===== config.mk =====
export PLATFORM = sky130hd
export DESIGN_NAME = tug_match_engine
export DESIGN_NICKNAME = d
export VERILOG_FILES = /design/src/rtl/tug_pkg.sv /design/src/rtl/key_edge.sv /design/src/rtl/tug_match_engine.sv
export SDC_FILE = /design/constraint.sdc
export NUM_CORES = 1
export LEC_CHECK = 0
export CORE_ASPECT_RATIO = 1.1
export CORE_MARGIN = 2
export CORE_UTILIZATION = 25
export CTS_CLUSTER_DIAMETER = 80
export DETAILED_ROUTE_END_ITERATION = 12
export PLACE_DENSITY = 0.54
export SLEW_MARGIN = 20
export SYNTH_ARGS = -nofsm -noshare
export SYNTH_HDL_FRONTEND = slang
export SYNTH_SLANG_ARGS = --single-unit
export TNS_END_PERCENT = 1

===== constraint.sdc =====
create_clock -name clk -period 3.6 [get_ports clk]
set_input_delay 0.72 -clock clk [delete_from_list [all_inputs] [get_ports clk]]
set_output_delay 0.72 -clock clk [all_outputs]
set_load 0.01 [all_outputs]

===== src/rtl/tug_pkg.sv =====
// Shared types and constants for the tug-of-war match engine.
package tug_pkg;

   // Round/match state machine states
   typedef enum logic [1:0] {
      PLAY = 2'd0,
      HOLD = 2'd1,
      OVER = 2'd2
   } state_t;

   // Winner encoding, {left,right}
   localparam logic [1:0] W_NONE  = 2'b00;
   localparam logic [1:0] W_LEFT  = 2'b10;
   localparam logic [1:0] W_RIGHT = 2'b01;

   // CPU opponent LFSR: 10-bit Fibonacci, taps 10 and 7
   localparam int unsigned        LFSR_W      = 10;
   localparam int unsigned        LFSR_TAP_HI = 9;
   localparam int unsigned        LFSR_TAP_LO = 6;
   localparam logic [LFSR_W-1:0]  LFSR_SEED   = 10'h001;

   function automatic logic [LFSR_W-1:0] lfsr_next(input logic [LFSR_W-1:0] cur);
      return {cur[LFSR_W-2:0], cur[LFSR_TAP_HI] ^ cur[LFSR_TAP_LO]};
   endfunction

endpackage


===== src/rtl/key_edge.sv =====
// Two-flop synchroniser for a raw key followed by a rising-edge detector.
module key_edge (
   input  logic clk,
   input  logic rst,
   input  logic key,
   output logic press
);

   logic sync1_q, sync2_q, prev_q;

   // Synchroniser chain plus previous-value flop for edge detection
   always_ff @(posedge clk) begin
      if (!rst) begin
         sync1_q <= 1'b0;
         sync2_q <= 1'b0;
         prev_q  <= 1'b0;
      end else begin
         sync1_q <= key;
         sync2_q <= sync1_q;
         prev_q  <= sync2_q;
      end
   end

   assign press = sync2_q & ~prev_q;

endmodule


===== src/rtl/tug_match_engine.sv =====
// Tug-of-war playfield with best-of-N scoring, post-round hold and match lockout.
// Optional build macro TUG_CPU_OPP_EN replaces the right player with an LFSR-driven CPU.
module tug_match_engine
   import tug_pkg::*;
#(
   parameter int unsigned NUM_LEDS    = 9,
   parameter int unsigned SCORE_W     = 3,
   parameter int unsigned WIN_SCORE   = 7,
   parameter int unsigned HOLD_CYCLES = 4
) (
   input  logic                clk,
   input  logic                rst,
   input  logic                key_l,
   input  logic                key_r,
   output logic [NUM_LEDS-1:0] leds,
   output logic [SCORE_W-1:0]  score_l,
   output logic [SCORE_W-1:0]  score_r,
   output logic [1:0]          winner,
   output logic                round_done,
   output logic                match_over
);

   localparam int unsigned POS_W  = $clog2(NUM_LEDS);
   localparam int unsigned HOLD_W = $clog2(HOLD_CYCLES + 1);

   localparam logic [POS_W-1:0]    CENTER     = POS_W'((NUM_LEDS - 1) / 2);
   localparam logic [POS_W-1:0]    POS_MAX    = POS_W'(NUM_LEDS - 1);
   localparam logic [SCORE_W-1:0]  SCORE_LAST = SCORE_W'(WIN_SCORE - 1);
   localparam logic [HOLD_W-1:0]   HOLD_LOAD  = HOLD_W'(HOLD_CYCLES - 1);
   localparam logic [NUM_LEDS-1:0] LEDS_INIT  = NUM_LEDS'(1) << CENTER;

   logic press_l, press_r;

   key_edge u_edge_l (
      .clk   (clk),
      .rst   (rst),
      .key   (key_l),
      .press (press_l)
   );

`ifdef TUG_CPU_OPP_EN
   logic [LFSR_W-1:0] lfsr_q;
   logic              cpu_fired_q;
   logic              unused_key_r;

   assign unused_key_r = key_r;
   // Never fire on two consecutive cycles so a run of 4'hF still gives one press
   assign press_r = (lfsr_q[3:0] == 4'hF) && !cpu_fired_q;

   // CPU opponent LFSR, free-running in every state
   always_ff @(posedge clk) begin
      if (!rst) begin
         lfsr_q      <= LFSR_SEED;
         cpu_fired_q <= 1'b0;
      end else begin
         lfsr_q      <= lfsr_next(lfsr_q);
         cpu_fired_q <= press_r;
      end
   end
`else
   key_edge u_edge_r (
      .clk   (clk),
      .rst   (rst),
      .key   (key_r),
      .press (press_r)
   );
`endif

   state_t              state_q, state_d;
   logic [POS_W-1:0]    pos_q, pos_d;
   logic [NUM_LEDS-1:0] leds_q, leds_d;
   logic [SCORE_W-1:0]  score_l_q, score_l_d, score_r_q, score_r_d;
   logic [1:0]          winner_q, winner_d;
   logic                round_done_q, round_done_d;
   logic                match_over_q, match_over_d;
   logic [HOLD_W-1:0]   hold_cnt_q, hold_cnt_d;
   logic                win_l, win_r, win_match;

   // A left win at the far edge takes priority; the opposing press that cycle is dropped
   assign win_l     = (state_q == PLAY) && press_l && (pos_q == POS_MAX);
   assign win_r     = (state_q == PLAY) && press_r && (pos_q == '0) && !win_l;
   assign win_match = (win_l && (score_l_q == SCORE_LAST)) ||
                      (win_r && (score_r_q == SCORE_LAST));

   // State register
   always_ff @(posedge clk) begin
      if (!rst) begin
         state_q <= PLAY;
      end else begin
         state_q <= state_d;
      end
   end

   // Next-state logic
   always_comb begin
      state_d = state_q;
      unique case (state_q)
         PLAY: begin
            if (win_match) begin
               state_d = OVER;
            end else if (win_l || win_r) begin
               state_d = HOLD;
            end
         end
         HOLD: begin
            if (hold_cnt_q == '0) begin
               state_d = PLAY;
            end
         end
         OVER:    state_d = OVER;
         default: state_d = PLAY;
      endcase
   end

   // Datapath next values: position, scores, winner, pulses and hold counter
   always_comb begin
      pos_d        = pos_q;
      score_l_d    = score_l_q;
      score_r_d    = score_r_q;
      winner_d     = winner_q;
      round_done_d = 1'b0;
      match_over_d = match_over_q;
      hold_cnt_d   = hold_cnt_q;
      unique case (state_q)
         PLAY: begin
            if (win_l) begin
               score_l_d    = score_l_q + SCORE_W'(1);
               winner_d     = W_LEFT;
               round_done_d = 1'b1;
            end else if (win_r) begin
               score_r_d    = score_r_q + SCORE_W'(1);
               winner_d     = W_RIGHT;
               round_done_d = 1'b1;
            end else if (press_l && !press_r) begin
               pos_d = pos_q + POS_W'(1);
            end else if (press_r && !press_l) begin
               pos_d = pos_q - POS_W'(1);
            end
            if (win_match) begin
               match_over_d = 1'b1;
            end else if (win_l || win_r) begin
               hold_cnt_d = HOLD_LOAD;
            end
         end
         HOLD: begin
            if (hold_cnt_q == '0) begin
               pos_d    = CENTER;
               winner_d = W_NONE;
            end else begin
               hold_cnt_d = hold_cnt_q - HOLD_W'(1);
            end
         end
         default: ;
      endcase
      leds_d        = '0;
      leds_d[pos_d] = 1'b1;
   end

   // Datapath registers
   always_ff @(posedge clk) begin
      if (!rst) begin
         pos_q        <= CENTER;
         leds_q       <= LEDS_INIT;
         score_l_q    <= '0;
         score_r_q    <= '0;
         winner_q     <= W_NONE;
         round_done_q <= 1'b0;
         match_over_q <= 1'b0;
         hold_cnt_q   <= '0;
      end else begin
         pos_q        <= pos_d;
         leds_q       <= leds_d;
         score_l_q    <= score_l_d;
         score_r_q    <= score_r_d;
         winner_q     <= winner_d;
         round_done_q <= round_done_d;
         match_over_q <= match_over_d;
         hold_cnt_q   <= hold_cnt_d;
      end
   end

   // Outputs come straight from registers
   always_comb begin
      leds       = leds_q;
      score_l    = score_l_q;
      score_r    = score_r_q;
      winner     = winner_q;
      round_done = round_done_q;
      match_over = match_over_q;
   end

endmodule


# Word-level counts from Yosys, hierarchy flattened
# Index checks and enable logic that the tools add are counted.
# classes
eq_ne,11
n_mux,21
reduce_logical,26
bitwise_logic,5
order_cmp,2
add_sub_neg,5
# op_table
op,n
4-bit two-way mux,5
1-bit logical AND,10
2-bit two-way mux,5
3-bit two-way mux,3
4-bit one-hot mux with 2 select lines,1
2-bit AND reduction,4
3-bit by 1-bit adder with 3-bit output (second input constant),2
3-bit == test (second input constant),2
2-bit inequality test (second input constant),3
2-bit one-hot mux with 3 select lines,1
3-bit one-hot mux with 2 select lines,1
3-bit AND reduction,2
4-bit by 5-bit less-than comparator with 1-bit output (second input constant),1
4-bit by 1-bit adder with 4-bit output (second input constant),1
1-bit demux with 4-bit select,1
4-bit == test (second input constant),1
4-bit by 1-bit greater-or-equal comparator with 1-bit output (second input constant),1
4-bit logical NOT,1
2-bit one-hot mux with 2 select lines,1
4-bit AND reduction,1
4-bit by 1-bit subtractor with 4-bit output (second input constant),1
1-bit logical NOT,3
3-bit logical NOT,1
1-bit two-way mux,3
other kinds (11),15
# totals
in_bits,4
elab_cells,85
output_inout_bits,19
reg_bits,34

# Depth between registers and ports, before layout
# Gate-level depths: netlist of the first run.
# depth
word_depth,13
depth_mapped,8

# Modules after synthesis
# From an unflattened synthesis of the first run, not the netlist that was laid out.
# hier_totals
cells_unflattened,175
hier_area_um2,1672.9
# modules_own_cells
module,area_per_inst_um2,instances,cells_each
tug_match_engine,1487.7,1,161
key_edge,92.6,2,7

# Worst setup path after synthesis of the first run
# OpenSTA, ideal clock, no wires.
# synth_path
path_kind,reg-to-reg
start,register pos_q[1]
end,register leds_q[1] (netlist: leds[1])
setup_ns,0.092
path_buffers,0
synth_period_minus_slack_ns,2.003
path_stages_with_launch,7
required_ns,3.508
arrival_time_ns,1.911
slack_ns,1.597
cell_sequence,dfxtp_1 > inv_1 > ha_1 > or3_1 > a21o_1 > a221o_1 > nor4_1
# synth_between
elab_chain_len,11
word_cells_on_any_way,19
# synth_rtl
item,line,rtl
from (decl),tug_match_engine.sv:70,"logic [POS_W-1:0] pos_q, pos_d;"
from (signal assigned),tug_match_engine.sv:171,pos_q <= pos_d;
branches (longest 6 deep; another with 4-bit by 1-bit subtractor with 4-bit output),--,
4-bit one-hot mux with 2 select lines *,tug_match_engine.sv:124,unique case (state_q)
4-bit by 5-bit less-than comparator with 1-bit output (not written as such) or 4-bit by 1-bit greater-or-equal comparator with 1-bit output (tied branches),tug_match_engine.sv:156,leds_d[pos_d] = 1'b1;
1-bit logical AND (not written as such),tug_match_engine.sv:156,
1-bit two-way mux (not written as such),tug_match_engine.sv:156,
1-bit demux with 4-bit select *,tug_match_engine.sv:156,
to (signal assigned),tug_match_engine.sv:172,leds_q <= leds_d;
to (decl),tug_match_engine.sv:71,"logic [NUM_LEDS-1:0] leds_q, leds_d;"
# Mark *: on every way between the ends.
# A chain may end at the register's enable or synchronous reset.

# Worst setup path in the final report of the first run
# Same ends and word-level chain as after synthesis.

==> flow_summary.ini, run 1 <==
[run_status]
outcome = completed

[worst_setup_path]
max_stage_delay_ns = 0.46
critPathBufInv = 1
cp.depth = 6
rr_worst_depth = 6
startpoint_type = register
cp_top_family = compound AO/OA/AOI/OAI gates
worst_setup_path_end_kind = register
worstPathMaxFanout = 6
crit_chain = inv_1 > ha_1 > or3_1 > a21o_1 > a221o_1 > nor4_1
cp_slowest_cell = dfxtp_1
worstPathRequired_ns = 3.79
crit_type = register to register
cp.arrival_ns = 2.45

[global_routing]
track_usage = 0.1065
grt_pass1_wl_mm = 5.692
first_global_vias = 1178
gr-total-overflow = 0
grt_max_degree = 16
antenna_found_initial = 0

[logic_synthesis]
synth_flop_cell = dfxtp_1
synth.distinct_cells = 50
synth_area_leader_cell = dfxtp_1
synth_area_um2 = 1595
synth.ff_latch_count = 34
async_flop_share = 0
yosysWarnings = 0
yosysTopAreaCellShare = 0.4267
synth-seq-area-share = 0.4267
postSynthAreaPerCell_um2 = 9.668
synth_edf_count = 0
ys_top_cells_by_area = dfxtp_1 43%, ha_1 7.1%, nor2_1 3.5%
netlist_instances = 165
synth_nets = 178

[finish]
nets = 200
fin_area_um2 = 1969
fillers = 643
mostFrequentLayoutCell = dfxtp_1
area_growth_syn_to_layout_pct = 23.45
drive_gt1_frac = 0.1383
n_antenna_cell = 0
layout_common_cells = 34 x dfxtp_1, 22 x clkdlybuf4s50_1, 15 x nor2_1
final_core_util = 0.3199
stdcell_count = 268

[clock_network]
clock_path_buffers = 2
cts.clk_slew.worst_paths_ns = 0.07
post_cts_buffers = 0
clk_latency_ns = 0.29
clock-sinks = 34
cts_tree = built
cts_inserted_buffers = 5
htreeDepth = 2
cts_root_buf = clkbuf_8
postCtsResizedCells = 0
cts_hold_buf = 0

[detailed_routing]
wl_mm = 3.365
dr.pass1.iters = 4
ant_nets = 0
wl_per_cell_um = 12.56
dr_total_vias = 1203
vias_per_cell = 4.489
drc = 0
drtIter0Drc = 56

[place]
placed_cells = 260
place_hpwl_mm = 2.367
placed_cell_area_um2 = 1874
gp_congestion = 0.8614
io_buffers = 22

[floorplanning]
dieArea_um2 = 7037
die_h_um = 87.78
die_w_um = 80.17
core_um2 = 6156
io-pin-count = 23
rows = 30
initial_utilization = 0.2591

[sta]
rsz0062_at_grt = no
hold_violations = 0
period_minus_slack_ns = 2.255
skew_ns = 0.007024
fin_crit_sh = 0.6264
tns_ns = 0
fmax_mhz = 443.4
setup_viol = 0
hold_slack_ns = 0.4374
worst_pin_slew_ns = 0.4772
maxSlewViolCount = 0
max-slew-margin-rel = 0.6815

[job]
cap_violations = 0

[hold_path]
holdPathStages = 1
holdCritPathClass = register to register

[power_and_ir_drop]
ir_drop_uv = 160.0
p_leak_uw = 0.0007426
cellPowerDensity_nw_per_um2 = 391.8
[power breakdown]
group	internal, µW	switching, µW	total (µW)	leakage, µW
Clock	154	145	298	0.0000472
Combinational	36.2	41.8	78.0	0.000420
Sequential	387	8.29	395	0.000276
[Yosys cell counts (2+ instances only)]
master	n
o311a_1	2
dfxtp_1	34
nor4_1	8
nand4_1	3
xor2_1	3
ha_1	9
and2_1	7
or3_1	3
xnor2_1	3
nor2_1	15
clkbuf_1	5
buf_6	2
inv_1	9
nand2_1	9
a211oi_1	3
nand2b_1	3
nand3_1	6
nor3_1	4
o21ai_0	3
and3_1	2
a21oi_1	3
[routing by layer]
| metal | up-vias | track usage | wire length, µm |
|---|---|---|---|
| met2 | 20 | 0.1735 | 1641 |
| met3 | 5 | 0.03093 | 107 |
| li1 | 623 | - | - |
| met4 | 0 | 0.05547 | 66 |
| met1 | 555 | 0.1274 | 1549 |
| met5 | - | 0 | 0 |
[final timing paths]
| check | slack [ns] | endpoint | start |
|---|---|---|---|
| max | 1.34 | leds[1] | pos_q[1] |
| min | 0.44 | u_edge_r.sync2_q | u_edge_r.sync1_q |
| max reg2reg | 1.34 | leds[1] | pos_q[1] |
| min reg2reg | 0.44 | u_edge_r.sync2_q | u_edge_r.sync1_q |
[sequential cells by signal (all words and copies together) (netlist names)]
signal / flops
u_edge_l.prev_q: 1
pos_q: 4
u_edge_r.prev_q: 1
round_done: 1
u_edge_l.sync2_q: 1
u_edge_l.sync1_q: 1
u_edge_r.sync1_q: 1
score_l: 3
score_r: 3
leds: 9
state_q: 2
match_over: 1
u_edge_r.sync2_q: 1
hold_cnt_q: 3
winner: 2
[worst register-to-register path, cell delays in order, from the launching register on]
cell and delay [ns]:
dfxtp_1 0.46, inv_1 0.12, ha_1 0.33, or3_1 0.37, a21o_1 0.21, a221o_1 0.42, nor4_1 0.25
[per-stage QoR]
step | worst slack, ns | power, µW
finish | 1.345 | 771.7
global route | 1.236 | 809.5
CTS | 1.376 | 780.3
detailed placement | 1.427 | 480.6
global placement | 1.440 | 481.0
floorplan | 1.597 | 454.8
[cell type report]
type	instances	area (µm²)	area share
clock inverter	2	12.51	0.006353
tap	80	100.1	0.05083
multi-input combinational	114	832.0	0.4225
sequential	34	680.7	0.3456
clock buffer	6	82.58	0.04193
inverter	9	33.78	0.01715
timing repair buffer	23	227.7	0.1156
[cells by family (layout without fill, tap and decap cells)]
group	after synthesis	in the layout	share of synthesized area
AO/OA/AOI/OAI	24	24	0.1357
XOR/XNOR	6	6	0.03295
adder cells (fa/ha/maj)	9	9	0.07059
buffers and inverters	17	40	0.05177
flip-flops	34	34	0.4267
AND/OR/NAND/NOR	75	75	0.2824
Power figures use the tool's default switching activity.
==> inputs of run 2 (changes only) <==
clock period = 2.3 ns   (was 3.6 ns; I/O delays follow)
==> run 2 against run 1 <==
  * Sequential cell count unchanged
  * Sequential power grew 56%
  * Critical path depth did not move
  * Sequential share of layout area rose by 0.11 points
  * Clock-buffer cell count stayed put
  * Register-to-register slack got worse by 1.2 ns
  * Die area unchanged
  * Combinational power is 56% higher
  * Clock power is 43% higher
  * Final cell count grew 0.37%
  * Maximum frequency rose by 4.6%
  * Highest routed layer unchanged
  * Non-clock buffer count is 1 higher
==> flow_summary.ini, run 2 (synthesized netlist as in run 1, its figures left out) <==
[run_status]
outcome = completed

[detailed_routing]
wl_mm = 3.116
drtIter0Drc = 42
vias_per_cell = 4.390
drc = 0
dr.pass1.iters = 4
ant_nets = 0
wl_per_cell_um = 11.58
dr_total_vias = 1181

[clock_network]
post_cts_buffers = 0
cts_root_buf = clkbuf_8
cts.clk_slew.worst_paths_ns = 0.07
htreeDepth = 2
clock-sinks = 34
cts_inserted_buffers = 5
clock_path_buffers = 2
clk_latency_ns = 0.28
cts_hold_buf = 0
cts_tree = built

[power_and_ir_drop]
p_leak_uw = 0.0007462
cellPowerDensity_nw_per_um2 = 591.7
power_frac_comb = 0.105
switching_power_uw = 288.3
ir_drop_uv = 287.4
p_clk_frac = 0.365
power_uw = 1166
intPower_uw = 877.7
power_frac_seq = 0.530
swShare = 0.2473

[sta]
setup_viol = 0
hold_slack_ns = 0.4358
tns_ns = 0
period_minus_slack_ns = 2.156
hold_violations = 0
worst_pin_slew_ns = 0.4164
maxSlewViolCount = 0
fin_crit_sh = 0.9376
fmax_mhz = 463.7
max-slew-margin-rel = 0.7224
rsz0062_at_grt = no
skew_ns = 0.007361

[finish]
multiInputGateArea_um2 = 832.0
mostFrequentLayoutCell = dfxtp_1
n_antenna_cell = 0
layout_common_cells = 32 x dfxtp_1, 22 x clkdlybuf4s50_1, 15 x nor2_1
fin_area_um2 = 1971
area_growth_syn_to_layout_pct = 23.53
largest_reg_flops = 9
drive_gt1_frac = 0.1481
final_core_util = 0.3201
nets = 201
seq_area_um2 = 683.2
fillers = 666

[floorplanning]
die_h_um = 87.78
core_um2 = 6156
rows = 30
die_w_um = 80.17
initial_utilization = 0.2591
io-pin-count = 23
dieArea_um2 = 7037

[place]
placed_cell_area_um2 = 1882
place_hpwl_mm = 2.243
io_buffers = 22
gp_congestion = 0.8738

[global_routing]
grt_max_degree = 14
grt_pass1_wl_mm = 5.319
antenna_found_initial = 0
track_usage = 0.09760
gr-total-overflow = 0
first_global_vias = 1139

[worst_setup_path]
cp_slowest_cell = a221o_1
crit_chain = inv_1 > ha_1 > or3_1 > a21o_1 > a221o_1 > nor4_1
worstPathRequired_ns = 2.48
cp.arrival_ns = 2.34
startpoint_type = register
worstPathMaxFanout = 6
crit_type = register to register
max_stage_delay_ns = 0.42
worst_setup_path_end_kind = register

[hold_path]
holdCritPathClass = register to register

[job]
cap_violations = 0
run 2: changes by cell type in the layout (fill, tap and decap cells not counted), sizes merged:
cell and delta:
buf +1, clkinv +1, clkinvlp -1
run 2: final cells by class:
| cell class | count | area share |
|---|---|---|
| Inverter | 9 | 0.01714 |
| Multi-Input combinational cell | 114 | 0.4222 |
| Tap cell | 80 | 0.05079 |
| Sequential cell | 34 | 0.3467 |
| Timing Repair Buffer | 24 | 0.1194 |
| Clock buffer | 6 | 0.03683 |
| Clock inverter | 2 | 0.006984 |
run 2: per-stage QoR:
step | instances | setup slack [ns]
after CTS | 269 | 0.08472
final | 269 | 0.1435
after global placement | 261 | 0.1744
after global routing | 269 | 0.04630
after floorplan | 165 | 0.2971
after detailed placement | 261 | 0.1174
run 2: what timing repair did:
action | CTS | global route
hold endpoints to repair | 0 | 0
setup endpoints to repair | 0 | 3
gates resized for setup | 0 | 2
run 2: worst paths after layout:
check / from / end / slack [ns] / cells past startpoint
setup reg to reg: pos_q[1] / leds[5] / 0.14 / 6
setup / recovery: pos_q[1] / leds[5] / 0.14 / 6
hold reg to reg: u_edge_r.sync1_q / u_edge_r.sync2_q / 0.44 / 1
hold / removal: u_edge_r.sync1_q / u_edge_r.sync2_q / 0.44 / 1
run 2: power groups by stage:
stage	Combinational, µW	Sequential, µW	Clock [µW]
2_1_floorplan	78.5	633	0
3_3_place_gp	121	631	0
3_5_place_dp	121	631	0
4_1_cts	122	618	450
5_1_grt	135	621	473
6_report	122	618	426
run 2: critical path: cells and delay by family (launching register included):
family | cells | cell delay [ns]
fa+ha+maj | 1 | 0.32
flops | 1 | 0.38
compound gates | 2 | 0.62
simple gates | 2 | 0.65
buf+inv | 1 | 0.09
run 2: metal layers:
| layer | up-vias | track usage | wire (µm) |
|---|---|---|---|
| li1 | 623 | - | - |
| met5 | - | 0 | 0 |
| met2 | 19 | 0.1530 | 1435 |
| met3 | 4 | 0.02577 | 106 |
| met1 | 535 | 0.1249 | 1520 |
| met4 | 0 | 0.04622 | 54 |
==> RTL change 1 (config.mk and constraints of run 2) <==
Add an input register stage for `key_l`, cleared by the reset; this delays it by one clock. The other inputs are not delayed to match.
--- a/src/rtl/tug_match_engine.sv
+++ b/src/rtl/tug_match_engine.sv
@@ -30,4 +30,14 @@
    localparam logic [NUM_LEDS-1:0] LEDS_INIT  = NUM_LEDS'(1) << CENTER;
 
+   logic key_l_q;
+
+   always_ff @(posedge clk) begin
+      if (!rst) begin
+         key_l_q <= '0;
+      end else begin
+         key_l_q <= key_l;
+      end
+   end
+
    logic press_l, press_r;
 
@@ -35,5 +45,5 @@
       .clk   (clk),
       .rst   (rst),
-      .key   (key_l),
+      .key   (key_l_q),
       .press (press_l)
    );
Check against the original RTL: not equivalent (a bounded check fails within 4 cycles, from zero or initial values and one cycle with rst low).
==> RTL change 1 against run 2 <==
  * Wire length grew 9.9%
  * Design area increased by 6.7%
  * Die area rose by 1.8%
  * Synthesized area is 1.9% higher
  * Sequential cell count increased by 1
  * Worst setup slack better by 4.9 ps
  * Critical path depth up 1
  * Total power grew 14%
==> RTL change 1: results (changes against run 2) <==
[placement]
dpl.hpwl_mm=2.48  ; was 2.24 mm
place_congestion=0.776  ; was 0.874
dp_slack_ps=159  ; was 117 ps

[timing]
post-route-period-util_pct=93.5  ; was 93.8%
fin_skew_ps=5.38  ; was 7.36 ps

[global_routing]
track_usage_pct=10.4  ; was 9.76%
grt_util_met1_pct=13.8  ; was 12.5%
grt_use_met2_pct=15.3  ; about the same
grt_max_degree=15  ; was 14

[setup_path]
cpMaxStageDelayCell=or4b_4  ; was a221o_1
r2r_cells=7  ; was 6
crit_end=leds[2]  ; was leds[5]
path_max_fanout=5  ; was 6

[routing]
met2_length_mm=1.48  ; was 1.44 mm
vias=1291  ; was 1181
drt_iter0_markers=54  ; was 42
wl_met1_mm=1.73  ; was 1.52 mm
vias_per_cell=4.58  ; was 4.39

[pwr]
p_leak_uw=0.000793  ; was 0.000746 µW
power_clock_uw=551  ; was 426 µW
clockPowerShare_pct=41.5  ; was 36.5%
sw_frac_of_total_pct=23.7  ; was 24.7%
p_seq_share_pct=47.7  ; was 53.0%

[synth]
ys_seq_area_share_pct=43.1  ; was 42.7%
synth_compound_area_share_pct=17.9  ; was 13.6%
netlist_top_cells_area=dfxtp_1 43%, ha_1 6.9%, nor2_1 4.4%  ; was dfxtp_1 43%, ha_1 7.1%, nor2_1 3.5%
syn_nets=181  ; was 178
muxShareOfSynthArea_pct=0.924  ; was 0%
synth_xor_area_share_pct=3.23  ; was 3.29%
synthCells=168  ; was 165

[layout]
fin_nets=214  ; was 201
final_area_um2=2100  ; was 1970 µm²

[run_status]
status=finished clean  ; unchanged

RTL change 1: cell count changes in the layout (fill, tap and decap cells not counted), sizes merged, moves of 2 or more:
cell / delta
a211o: +2
a21oi: +4
a311oi: +3
and2: +2
buf: +7
inv: +2
nand3: -4
nor2: +4
nor3: -2
o21ai: -2
o311a: -2
RTL change 1: kinds of logic (layout without fill, tap and decap cells):
kind of cell,count (synthesis),in the layout
xor gates and xnor gates,6,6
DFF,35,35
AOI/OAI and AO/OA,32,32
adders and majority gates,9,9
muxes,1,1
buffers and inverters,16,50
and+or+nand+nor,69,69
RTL change 1: area by class of cell:
| type | count | area, µm² |
|---|---|---|
| fillers | 681 | 4130 |
| multi-input cells | 117 | 861 |
| flip-flops and latches | 35 | 701 |
| repair buffers | 31 | 288 |
| well taps | 80 | 100 |
| clock buffers | 5 | 68.8 |
| clock inverters | 3 | 43.8 |
| inverters | 11 | 41.3 |
==> RTL change 2 (config.mk and constraints of run 2) <==
Made on the original files. The parameter `NUM_LEDS` goes from 9 to 18.
--- a/src/rtl/tug_match_engine.sv
+++ b/src/rtl/tug_match_engine.sv
@@ -4,5 +4,5 @@
    import tug_pkg::*;
 #(
-   parameter int unsigned NUM_LEDS    = 9,
+   parameter int unsigned NUM_LEDS    = 18,
    parameter int unsigned SCORE_W     = 3,
    parameter int unsigned WIN_SCORE   = 7,
Interface: changed (resized leds); port bits go from 23 to 32. The function was not compared with the original's and may differ.
==> RTL change 2 against run 2 <==
  * Clock skew rose by 0.95 ps
  * Global-route usage grew 1.3 points
  * Design area is 29% higher
  * Worst setup slack worse by 18 ps
  * Count of clock-buffer cells in the layout fell by 1
  * Critical path type unchanged
  * Total power grew 37%
  * Synthesized area grew 20%
  * Sequential cell count increased by 10
  * Wire length grew 37%
  * Critical path depth is 2 higher
==> RTL change 2: results (changes against run 2) <==
[synth]
synthTopCellsByCount=44 x dfxtp_1, 31 x nor2_1, 10 x ha_1, 10 x inv_1  ; was 34 x dfxtp_1, 15 x nor2_1, 9 x ha_1, 9 x inv_1, 9 x nand2_1
synth.distinct_cells=45  ; was 50
synth_compound_area_share_pct=10.7  ; was 13.6%
muxShareOfSynthArea_pct=1.64  ; was 0%
synth_xor_area_share_pct=2.29  ; was 3.29%
netlist_top_cells_area=dfxtp_1 46%, ha_1 6.6%, nor2_1 6.1%  ; was dfxtp_1 43%, ha_1 7.1%, nor2_1 3.5%
ys_warn_count=0  ; unchanged
syn_nets=214  ; was 178
ys_seq_area_share_pct=46.1  ; was 42.7%
synth.avg_cell_area_um2=9.55  ; was 9.67 µm²
synthAdderAreaFrac_pct=6.55  ; was 7.06%

[cts]
htree_levels=2  ; unchanged
worstSkewPairLatency_ps=300  ; was 280 ps
clk_pin_slew_ps=90  ; was 70 ps
cts_inserted_buffers=5  ; unchanged
root_buffer=clkbuf_8  ; unchanged

[layout]
fin_nets=263  ; was 201
num_antenna_cells=0  ; unchanged
post_route_cells_drive_above_1_share_pct=16.4  ; was 14.8%
nFillCells=783  ; was 666
largest_reg_flops=18  ; was 9
layout.cells.non_filler=337  ; was 269

[placement]
place_congestion=0.844  ; was 0.874
dp_slack_ps=-39.9  ; was 117 ps
placedCellCount=329  ; was 261
dpl.hpwl_mm=3.18  ; was 2.24 mm
numPortBuffers=31  ; was 22

[pwr]
sw_frac_of_total_pct=24.7  ; about the same
p_leak_uw=0.000997  ; was 0.000746 µW
max-vdd-ir-drop_v=0.000296  ; was 0.000287 V

[global_routing]
grt_pass1_wl_mm=7.22  ; was 5.32 mm
track_usage_pct=11.1  ; was 9.76%
grt_pass1_vias=1516  ; was 1139
grt_max_degree=17  ; was 14
antenna_found_initial=0  ; unchanged

[setup_path]
worstPathArrival_ps=2400  ; was 2340 ps
path_max_fanout=5  ; was 6
slowest_delay_ps=380  ; was 420 ps
critical_path_class=flip-flop to flip-flop  ; unchanged
crit_family=simple AND/OR/NAND/NOR gates  ; unchanged
r2r-start=pos_q[0]  ; was pos_q[1]
cpMaxStageDelayCell=mux2i_2  ; was a221o_1

[routing]
drt_iter0_markers=89  ; was 42
drt-pass1-iter-count=4  ; unchanged
wl_mm=4.26  ; was 3.12 mm
vias_per_cell=4.62  ; was 4.39

[timing]
slew_headroom_pct=70.2  ; was 72.2%
fin_skew_ps=8.32  ; was 7.36 ps

[min_path]
hold_path_class=flip-flop to flip-flop  ; unchanged
hold_start=u_edge_l.sync1_q  ; was u_edge_r.sync1_q

[run_status]
status=finished clean  ; unchanged

==> RTL change 2: changes by cell type in the layout (fill, tap and decap cells not counted), sizes merged, moves of 3 or more <==
| cell | before | now |
|---|---|---|
| nand2b | 3 | 8 |
| nor2 | 15 | 31 |
| clkdlybuf4s50 | 22 | 31 |
| nor4 | 8 | 1 |
| and4b | 0 | 3 |
| buf | 2 | 18 |
| dfxtp | 34 | 44 |
| nor3 | 4 | 10 |
==> RTL change 2: area by class of cell <==
cell class / instances / area (µm²) / area share, %
multi-input combinational: 139 / 963 / 37.8
tap: 87 / 109 / 4.27
inverter: 10 / 37.5 / 1.47
sequential: 44 / 883 / 34.6
clock inverter: 3 / 42.5 / 1.67
timing repair buffer: 49 / 445 / 17.5
clock buffer: 5 / 68.8 / 2.70
==> RTL change 2: routing by layer <==
metal | routed length [µm] | track usage, % | vias to the layer above
li1 | - | - | 786
met1 | 1990 | 14.4 | 736
met2 | 2040 | 17.7 | 25
met3 | 142 | 2.08 | 9
met4 | 81 | 5.00 | 0
met5 | 0 | 0 | -
==> RTL change 2: kinds of logic (layout without fill, tap and decap cells) <==
| logic type | count (synthesis) | after routing |
|---|---|---|
| buffers and inverters | 17 | 67 |
| AO/OA/AOI/OAI | 26 | 26 |
| multiplexers | 3 | 3 |
| XOR/XNOR | 5 | 5 |
| flip-flops | 44 | 44 |
| AND/OR/NAND/NOR | 95 | 95 |
| adder cells (fa/ha/maj) | 10 | 10 |
==> RTL change 2: worst paths after layout <==
check	to	slack, ps	depth (start not counted)
worst max-delay path	leds[16]	130	8
worst min-delay path	u_edge_l.sync2_q	440	1
worst max register to register	leds[16]	130	8
worst min register to register	u_edge_l.sync2_q	440	1
==> RTL change 2: power by group through the flow <==
| stage | clock network (µW) | registers [µW] | logic (µW) |
|---|---|---|---|
| global route | 642 | 804 | 219 |
| CTS | 610 | 800 | 197 |
| floorplan | 0 | 821 | 106 |
| finish | 595 | 800 | 197 |
| global placement | 0 | 818 | 193 |
| detailed placement | 0 | 818 | 193 |
==> RTL change 2: worst register-to-register path: stages, from the launching register on <==
cell and delay [ps]:
dfxtp_2 360, inv_2 50, ha_1 180, and4bb_4 220, o21a_4 250, a2111oi_4 220
mux2i_2 380, nand3_1 230, nor3_1 230
==> RTL change 2: stage by stage <==
step,cell area [µm²],hold WS (ps)
final,2550,438
after global routing,2550,466
after CTS,2540,443
after detailed placement,2420,422
after global placement,2420,414
after floorplan,1910,412
==> RTL change 2: repair_timing <==
action | 4_1_cts | 5_1_grt
cloned | 0 | 0
pin swaps | 0 | 3
endpoints found under the setup margin | 7 | 18
buffers inserted | 0 | 0
resized for setup | 2 | 7
